===== config.mk =====
export PLATFORM = sky130hd
export DESIGN_NAME = rand_inst_stream_gen
export DESIGN_NICKNAME = d
export VERILOG_FILES = /design/src/rtl/rand_gen_pkg.sv /design/src/rtl/gen_lfsr32.sv /design/src/rtl/rand_inst_stream_gen.sv
export SDC_FILE = /design/constraint.sdc
export NUM_CORES = 1
export LEC_CHECK = 0
export BUFFER_PORTS_ARGS = -buffer_cell sky130_fd_sc_hd__buf_2
export CAP_MARGIN = 20
export CORE_ASPECT_RATIO = 2
export CORE_MARGIN = 2
export CORE_UTILIZATION = 50
export CTS_CLUSTER_SIZE = 8
export DETAILED_ROUTE_END_ITERATION = 12
export GPL_TIMING_DRIVEN = 1
export HOLD_SLACK_MARGIN = 0.15
export PLACE_DENSITY = 0.71
export SLEW_MARGIN = 20
export SYNTH_ARGS = -nofsm -noshare
export SYNTH_HDL_FRONTEND = slang
export SYNTH_SLANG_ARGS = --single-unit

===== constraint.sdc =====
create_clock -name clk -period 3.07 [get_ports clk]
set_clock_uncertainty 0.2 [all_clocks]
set_input_delay 0.4605 -clock clk [delete_from_list [all_inputs] [get_ports clk]]
set_output_delay 0.4605 -clock clk [all_outputs]
set_load 0.05 [all_outputs]

===== src/rtl/rand_gen_pkg.sv =====
// rand_gen_pkg: shared types, constants and RV64I encoders for the random instruction stream generator
package rand_gen_pkg;
  localparam logic [31:0] LFSR_POLY = 32'h80200003;
  localparam logic [31:0] EBREAK = 32'h00100073;
  localparam logic [6:0] OPC_OP = 7'h33;
  localparam logic [6:0] OPC_OP_IMM = 7'h13;
  localparam logic [6:0] OPC_LUI = 7'h37;
  localparam logic [6:0] OPC_OP_32 = 7'h3B;
  localparam logic [6:0] OPC_OP_IMM_32 = 7'h1B;
  typedef enum logic [3:0] {
    OP_ADD, OP_SUB, OP_XOR, OP_OR, OP_AND, OP_ADDI, OP_ANDI, OP_SLLI,
    OP_SRLI, OP_SRAI, OP_LUI, OP_ADDW, OP_SUBW, OP_ADDIW, OP_ADD2, OP_ADDI2
  } op_e;
  typedef enum logic [2:0] {S_IDLE, S_PRO, S_BODY, S_EPI, S_DONE} state_e;
  function automatic logic [31:0] enc_r(input logic [6:0] f7, input logic [4:0] rs2, input logic [4:0] rs1,
                                        input logic [2:0] f3, input logic [4:0] rd, input logic [6:0] opc);
    return {f7, rs2, rs1, f3, rd, opc};
  endfunction
  function automatic logic [31:0] enc_i(input logic [11:0] imm, input logic [4:0] rs1, input logic [2:0] f3,
                                        input logic [4:0] rd, input logic [6:0] opc);
    return {imm, rs1, f3, rd, opc};
  endfunction
  function automatic logic [31:0] enc_u(input logic [19:0] imm, input logic [4:0] rd, input logic [6:0] opc);
    return {imm, rd, opc};
  endfunction
  function automatic logic [31:0] lfsr_step(input logic [31:0] l);
    return l[0] ? ((l >> 1) ^ LFSR_POLY) : (l >> 1);
  endfunction
endpackage


===== src/rtl/gen_lfsr32.sv =====
// gen_lfsr32: 32-bit right-shifting Galois LFSR with seed load and step enable
module gen_lfsr32
  import rand_gen_pkg::*;
#(
  parameter logic [31:0] SEED = 32'hACE1_2345
) (
  input  logic        clk,
  input  logic        rst,
  input  logic        load,
  input  logic        step,
  output logic [31:0] state,
  output logic [31:0] nxt
);
  localparam logic [31:0] SEED_NZ = (SEED == 32'd0) ? 32'd1 : SEED;
  assign nxt = lfsr_step(state);
  // reload the seed on reset or start, otherwise advance only when stepped
  always_ff @(posedge clk)
    if (rst || load) state <= SEED_NZ;
    else if (step) state <= nxt;
endmodule


===== src/rtl/rand_inst_stream_gen.sv =====
// rand_inst_stream_gen: emits a seeded RV64I test program (init prologue, random ALU body, ebreak) over valid/ready
module rand_inst_stream_gen
  import rand_gen_pkg::*;
#(
  parameter int          NUM_INSTS = 64,
  parameter int          NUM_REGS  = 8,
  parameter logic [31:0] SEED      = 32'hACE1_2345,
  parameter bit          ENABLE_W  = 1'b1,
  parameter int          ADDR_W    = 64,
  parameter logic [ADDR_W-1:0] BASE_ADDR = '0
) (
  input  logic              clk,
  input  logic              rst,
  input  logic              i_start,
  output logic              o_valid,
  input  logic              i_ready,
  output logic [31:0]       o_inst,
  output logic [ADDR_W-1:0] o_addr,
  output logic              o_busy,
  output logic              o_done,
  output logic [15:0]       o_index
);
  localparam logic [4:0] MASK = 5'(NUM_REGS - 1);
  state_e st, nxt_st;
  logic [15:0] cnt;
  logic [31:0] lfsr_q, lfsr_nxt, nxt_inst;
  logic start_ok, hs, pro_last, body_last;
  function automatic logic [31:0] addi_init(input logic [4:0] r);
    return enc_i(12'(r), 5'd0, 3'd0, r, OPC_OP_IMM);
  endfunction
  function automatic logic [31:0] body_inst(input logic [31:0] l);
    logic [4:0] rd, rs1, rs2;
    op_e op;
    rd = l[8:4] & MASK;
    rd = (rd == 5'd0) ? 5'd1 : rd;
    rs1 = l[13:9] & MASK;
    rs2 = l[18:14] & MASK;
    op = op_e'(l[3:0]);
    if (!ENABLE_W)
      op = (op == OP_ADDW) ? OP_ADD : (op == OP_SUBW) ? OP_SUB : (op == OP_ADDIW) ? OP_ADDI : op;
    case (op)
      OP_ADD, OP_ADD2: body_inst = enc_r(7'h00, rs2, rs1, 3'd0, rd, OPC_OP);
      OP_SUB:          body_inst = enc_r(7'h20, rs2, rs1, 3'd0, rd, OPC_OP);
      OP_XOR:          body_inst = enc_r(7'h00, rs2, rs1, 3'd4, rd, OPC_OP);
      OP_OR:           body_inst = enc_r(7'h00, rs2, rs1, 3'd6, rd, OPC_OP);
      OP_AND:          body_inst = enc_r(7'h00, rs2, rs1, 3'd7, rd, OPC_OP);
      OP_ANDI:         body_inst = enc_i(l[31:20], rs1, 3'd7, rd, OPC_OP_IMM);
      OP_SLLI:         body_inst = enc_i({6'b000000, l[25:20]}, rs1, 3'd1, rd, OPC_OP_IMM);
      OP_SRLI:         body_inst = enc_i({6'b000000, l[25:20]}, rs1, 3'd5, rd, OPC_OP_IMM);
      OP_SRAI:         body_inst = enc_i({6'b010000, l[25:20]}, rs1, 3'd5, rd, OPC_OP_IMM);
      OP_LUI:          body_inst = enc_u(l[31:12], rd, OPC_LUI);
      OP_ADDW:         body_inst = enc_r(7'h00, rs2, rs1, 3'd0, rd, OPC_OP_32);
      OP_SUBW:         body_inst = enc_r(7'h20, rs2, rs1, 3'd0, rd, OPC_OP_32);
      OP_ADDIW:        body_inst = enc_i(l[31:20], rs1, 3'd0, rd, OPC_OP_IMM_32);
      default:         body_inst = enc_i(l[31:20], rs1, 3'd0, rd, OPC_OP_IMM);
    endcase
  endfunction
  assign o_valid = (st == S_PRO) || (st == S_BODY) || (st == S_EPI);
  assign o_busy = o_valid;
  assign o_done = st == S_DONE;
  assign hs = o_valid && i_ready;
  assign start_ok = i_start && ((st == S_IDLE) || (st == S_DONE));
  gen_lfsr32 #(.SEED(SEED)) u_lfsr (
    .clk   (clk),
    .rst   (rst),
    .load  (start_ok),
    .step  (hs && (st == S_BODY)),
    .state (lfsr_q),
    .nxt   (lfsr_nxt)
  );
  // next phase and the word to present after the current one is accepted
  always_comb begin
    pro_last = cnt == 16'(NUM_REGS - 1);
    body_last = cnt == 16'(NUM_INSTS - 1);
    nxt_st = (st == S_PRO) ? (pro_last ? ((NUM_INSTS == 0) ? S_EPI : S_BODY) : S_PRO)
           : (st == S_BODY) ? (body_last ? S_EPI : S_BODY) : S_DONE;
    nxt_inst = (nxt_st == S_EPI) ? EBREAK
             : (nxt_st == S_BODY) ? body_inst((st == S_BODY) ? lfsr_nxt : lfsr_q)
             : (nxt_st == S_PRO) ? addi_init(5'(cnt + 16'd1)) : o_inst;
  end
  // sequencer: start loads the first prologue word, each handshake advances the stream
  always_ff @(posedge clk) begin
    if (rst) begin
      st <= S_IDLE;
      o_inst <= '0;
      o_addr <= BASE_ADDR;
      o_index <= '0;
      cnt <= '0;
    end else if (start_ok) begin
      st <= S_PRO;
      o_inst <= addi_init(5'd1);
      o_addr <= BASE_ADDR;
      o_index <= '0;
      cnt <= 16'd1;
    end else if (hs) begin
      st <= nxt_st;
      o_inst <= nxt_inst;
      o_addr <= o_addr + ADDR_W'(4);
      o_index <= o_index + {15'd0, o_index != 16'hFFFF};
      cnt <= (nxt_st != st) ? 16'd0 : cnt + 16'd1;
    end
  end
endmodule


==> metrics <==
total CTS buffers=17; area of the multi-input gates=4432 sq um; Synth top area share=0.3986; Initial Util=0.5087; Setup crit end kind=flip-flop; root buffer cell=clkbuf_16; Max Root-Sink Buffers=2; Tcrit/Tclk final=0.9538; Layout area overhead=19.23%; Seq cells post-synth=between 150 and 200; leak pwr=0.003690 uW; mapped cell area=between 7000 and 8000 sq um; largest net degree at the start of global routing=97; IO buf count=116; sequential cell area=3186 sq um; kind of critical path=reg2reg; Max-Cap Viols=0; Post-synth EDFFs=0; Sw Ratio=0.2681; Final ANT Viol Nets=0; layout cell share with drive strength beyond 1=0.1920; clock sink count=159; Congestion Overflow GR=0; Starting DRT DRC Count=about 400; Peak supply drop=between 0.3 and 0.4 mV; final setup TNS=0 ns; layer with the highest usage=met2; Setup Buffers After CTS=0; Comb pwr share=0.112; hpwl dp=16510 um; routability cong.=1.050; Place WS=0.1516 ns; PostCTS Resize Cnt=0; met2 usage=0.4961; All-Layer GR Usage=0.2691; Yosys cell types=66; CTS Hold Buffers Added=1; status=complete, no violations; fill count=between 1k and 1.5k; DR WL/cell=17.21 um; M3 GR Usage=0.04872; vias in the first global route=7265; Synth top cells by count=dfxtp_1, nand2_1, nor2_1; share of the yosys chip area belonging to registers=0.3986; Critical Path Fanout Max=6; yosys warns=0; Worst Path Required=3.22 ns; row count=65; Worst EP arrival=3.08 ns; Syn Area/Cell=7.969 sq um; Final nets=between 1k and 1.5k; RSZ-0062 raised after global routing=false; clk_lat worst skew=0.42 ns; Clk pwr share=0.450; Rel. slew slack=0.4328; GR Util met1=0.2723; die extent in y=182.7 um; final hold violation count=0; top-count cell post-synth=dfxtp_1; first-pass GRT wire length=36380 um; CTS tree=built; total chip power=4853 uW; final hold slack=roughly 0.17 ns; Post-Syn Instances=1002; largest area contributor in the netlist=dfxtp_1; final setup margin=roughly 0.14 ns; clk slew on worst S/H paths=0.06 ns; final setup vio count=0; HP Class=in2reg; WL final=22820 um; Worst-Margin Slew=0.8431 ns; chip width=93.36 um; internal power=3552 uW; Power Density=509.7 nW/um^2; Core Region=15700 sq um; initial antenna violation count=0; Pins Over Slew Limit=0; I/O pin count=approximately 120; Sequential Power Share=0.437; Top FF cell, synth=dfxtp_1; FFs w/ async S/R, synth=0; max frequency=341.5 MHz; net load switching power=1301 uW; detailed-route via count=between 7k and 8k; DR DRC count=0; CP Launch Type=flip-flop; Util after Layout=0.6065; Via density=about 5.7; Synth area leaders=dfxtp_1, nand2_1, nor2_1, xnor2_1, xor2_1; H-tree Lvls=4; clock period minus worst slack=2.928 ns; die footprint=17060 sq um; Antenna Cells=0; DRT Pass-1 Iters=5
cells by family (layout without fill, tap and decap cells):
kind of cell    count (synthesis)  after routing  synth area share
xor+xnor                       87             87           0.09542
simple gates                  481            481            0.2963
other cells                     1              2         0.0004696
flops                         159            159            0.3986
buf+inv                        92            214           0.04889
compound gates                164            164            0.1315
mux                            14             14           0.02256
fa+ha+maj                       4              4          0.006268
layout make-up:
class | instances | area share
tap | 201 | 0.02642
clock buffer | 20 | 0.04692
inverter | 16 | 0.006308
sequential | 159 | 0.3346
timing repair buffer | 166 | 0.1033
clock inverter | 12 | 0.01695
multi-input combinational | 752 | 0.4655
cell usage in the layout, fill, tap and decap left out, types with 4 or more instances in the layout:
master / count
dfxtp_1: 157
nand2_1: 148
nor2_1: 124
buf_2: 116
a21oi_1: 61
nand3_1: 50
xnor2_1: 48
buf_4: 47
xor2_1: 39
o21ai_0: 27
nor4_1: 24
nand4_1: 22
and3_1: 19
clkbuf_16: 17
nor3_1: 16
inv_1: 16
and4_1: 14
or3_1: 12
nor2b_1: 11
o211ai_1: 10
and2_1: 9
mux2i_1: 9
a32oi_1: 8
nand2b_1: 7
o22ai_1: 6
a22o_1: 6
a211oi_1: 5
nand3b_1: 5
a31oi_1: 5
a32o_1: 5
clkinvlp_4: 5
o221ai_1: 4
ha_1: 4
power by group through the flow:
stage / sequential [uW] / combinational [uW] / clock [uW]
2_1_floorplan: 2220 / 322 / 0
3_3_place_gp: 2170 / 539 / 0
3_5_place_dp: 2170 / 537 / 0
4_1_cts: 2120 / 542 / 2220
5_1_grt: 2130 / 581 / 2300
6_report: 2120 / 545 / 2190
registers in the layout, summed over array words and instances (netlist names):
register / flops
o_index: 16
o_inst: 30
u_lfsr.state: 32
cnt: 16
o_addr: 62
st: 3
metal layers:
metal,share of wire,vias to the layer above
met5,0,-
met4,0.050,0
met3,0.039,69
met2,0.54,218
met1,0.37,3558
li1,-,3709
critical path, cell delays in order (launching register included):
cell     delay, ns
dfxtp_2       0.33
and3_1        0.20
and3_1        0.22
nand4_1       0.12
or3_1         0.12
ha_1          0.16
nand2_1       0.06
or4b_4        0.52
or3_1         0.47
or3_1         0.34
a21oi_1       0.14
through the flow:
stage,instance area (sq um),instances
after floorplan,7991,1003
after global routing,9520,1326
after detailed placement,8902,1293
final,9520,1326
after global placement,8902,1293
after CTS,9520,1326
path summary, 6_finish.rpt:
path                           start                            to  slack, ns  depth (start not counted)
max          o_index[9]$_SDFFE_PP0P_      o_index[15]$_SDFFE_PP0P_       0.14                         10
min                          i_start  u_lfsr.state[6]$_SDFFE_PP1P_       0.17                          3
max reg2reg  o_index[9]$_SDFFE_PP0P_      o_index[15]$_SDFFE_PP0P_       0.14                         10
min reg2reg  o_inst[12]$_SDFFE_PP0P_       o_inst[12]$_SDFFE_PP0P_       0.26                          2
Note: power is estimated with default switching activity, not from simulation.
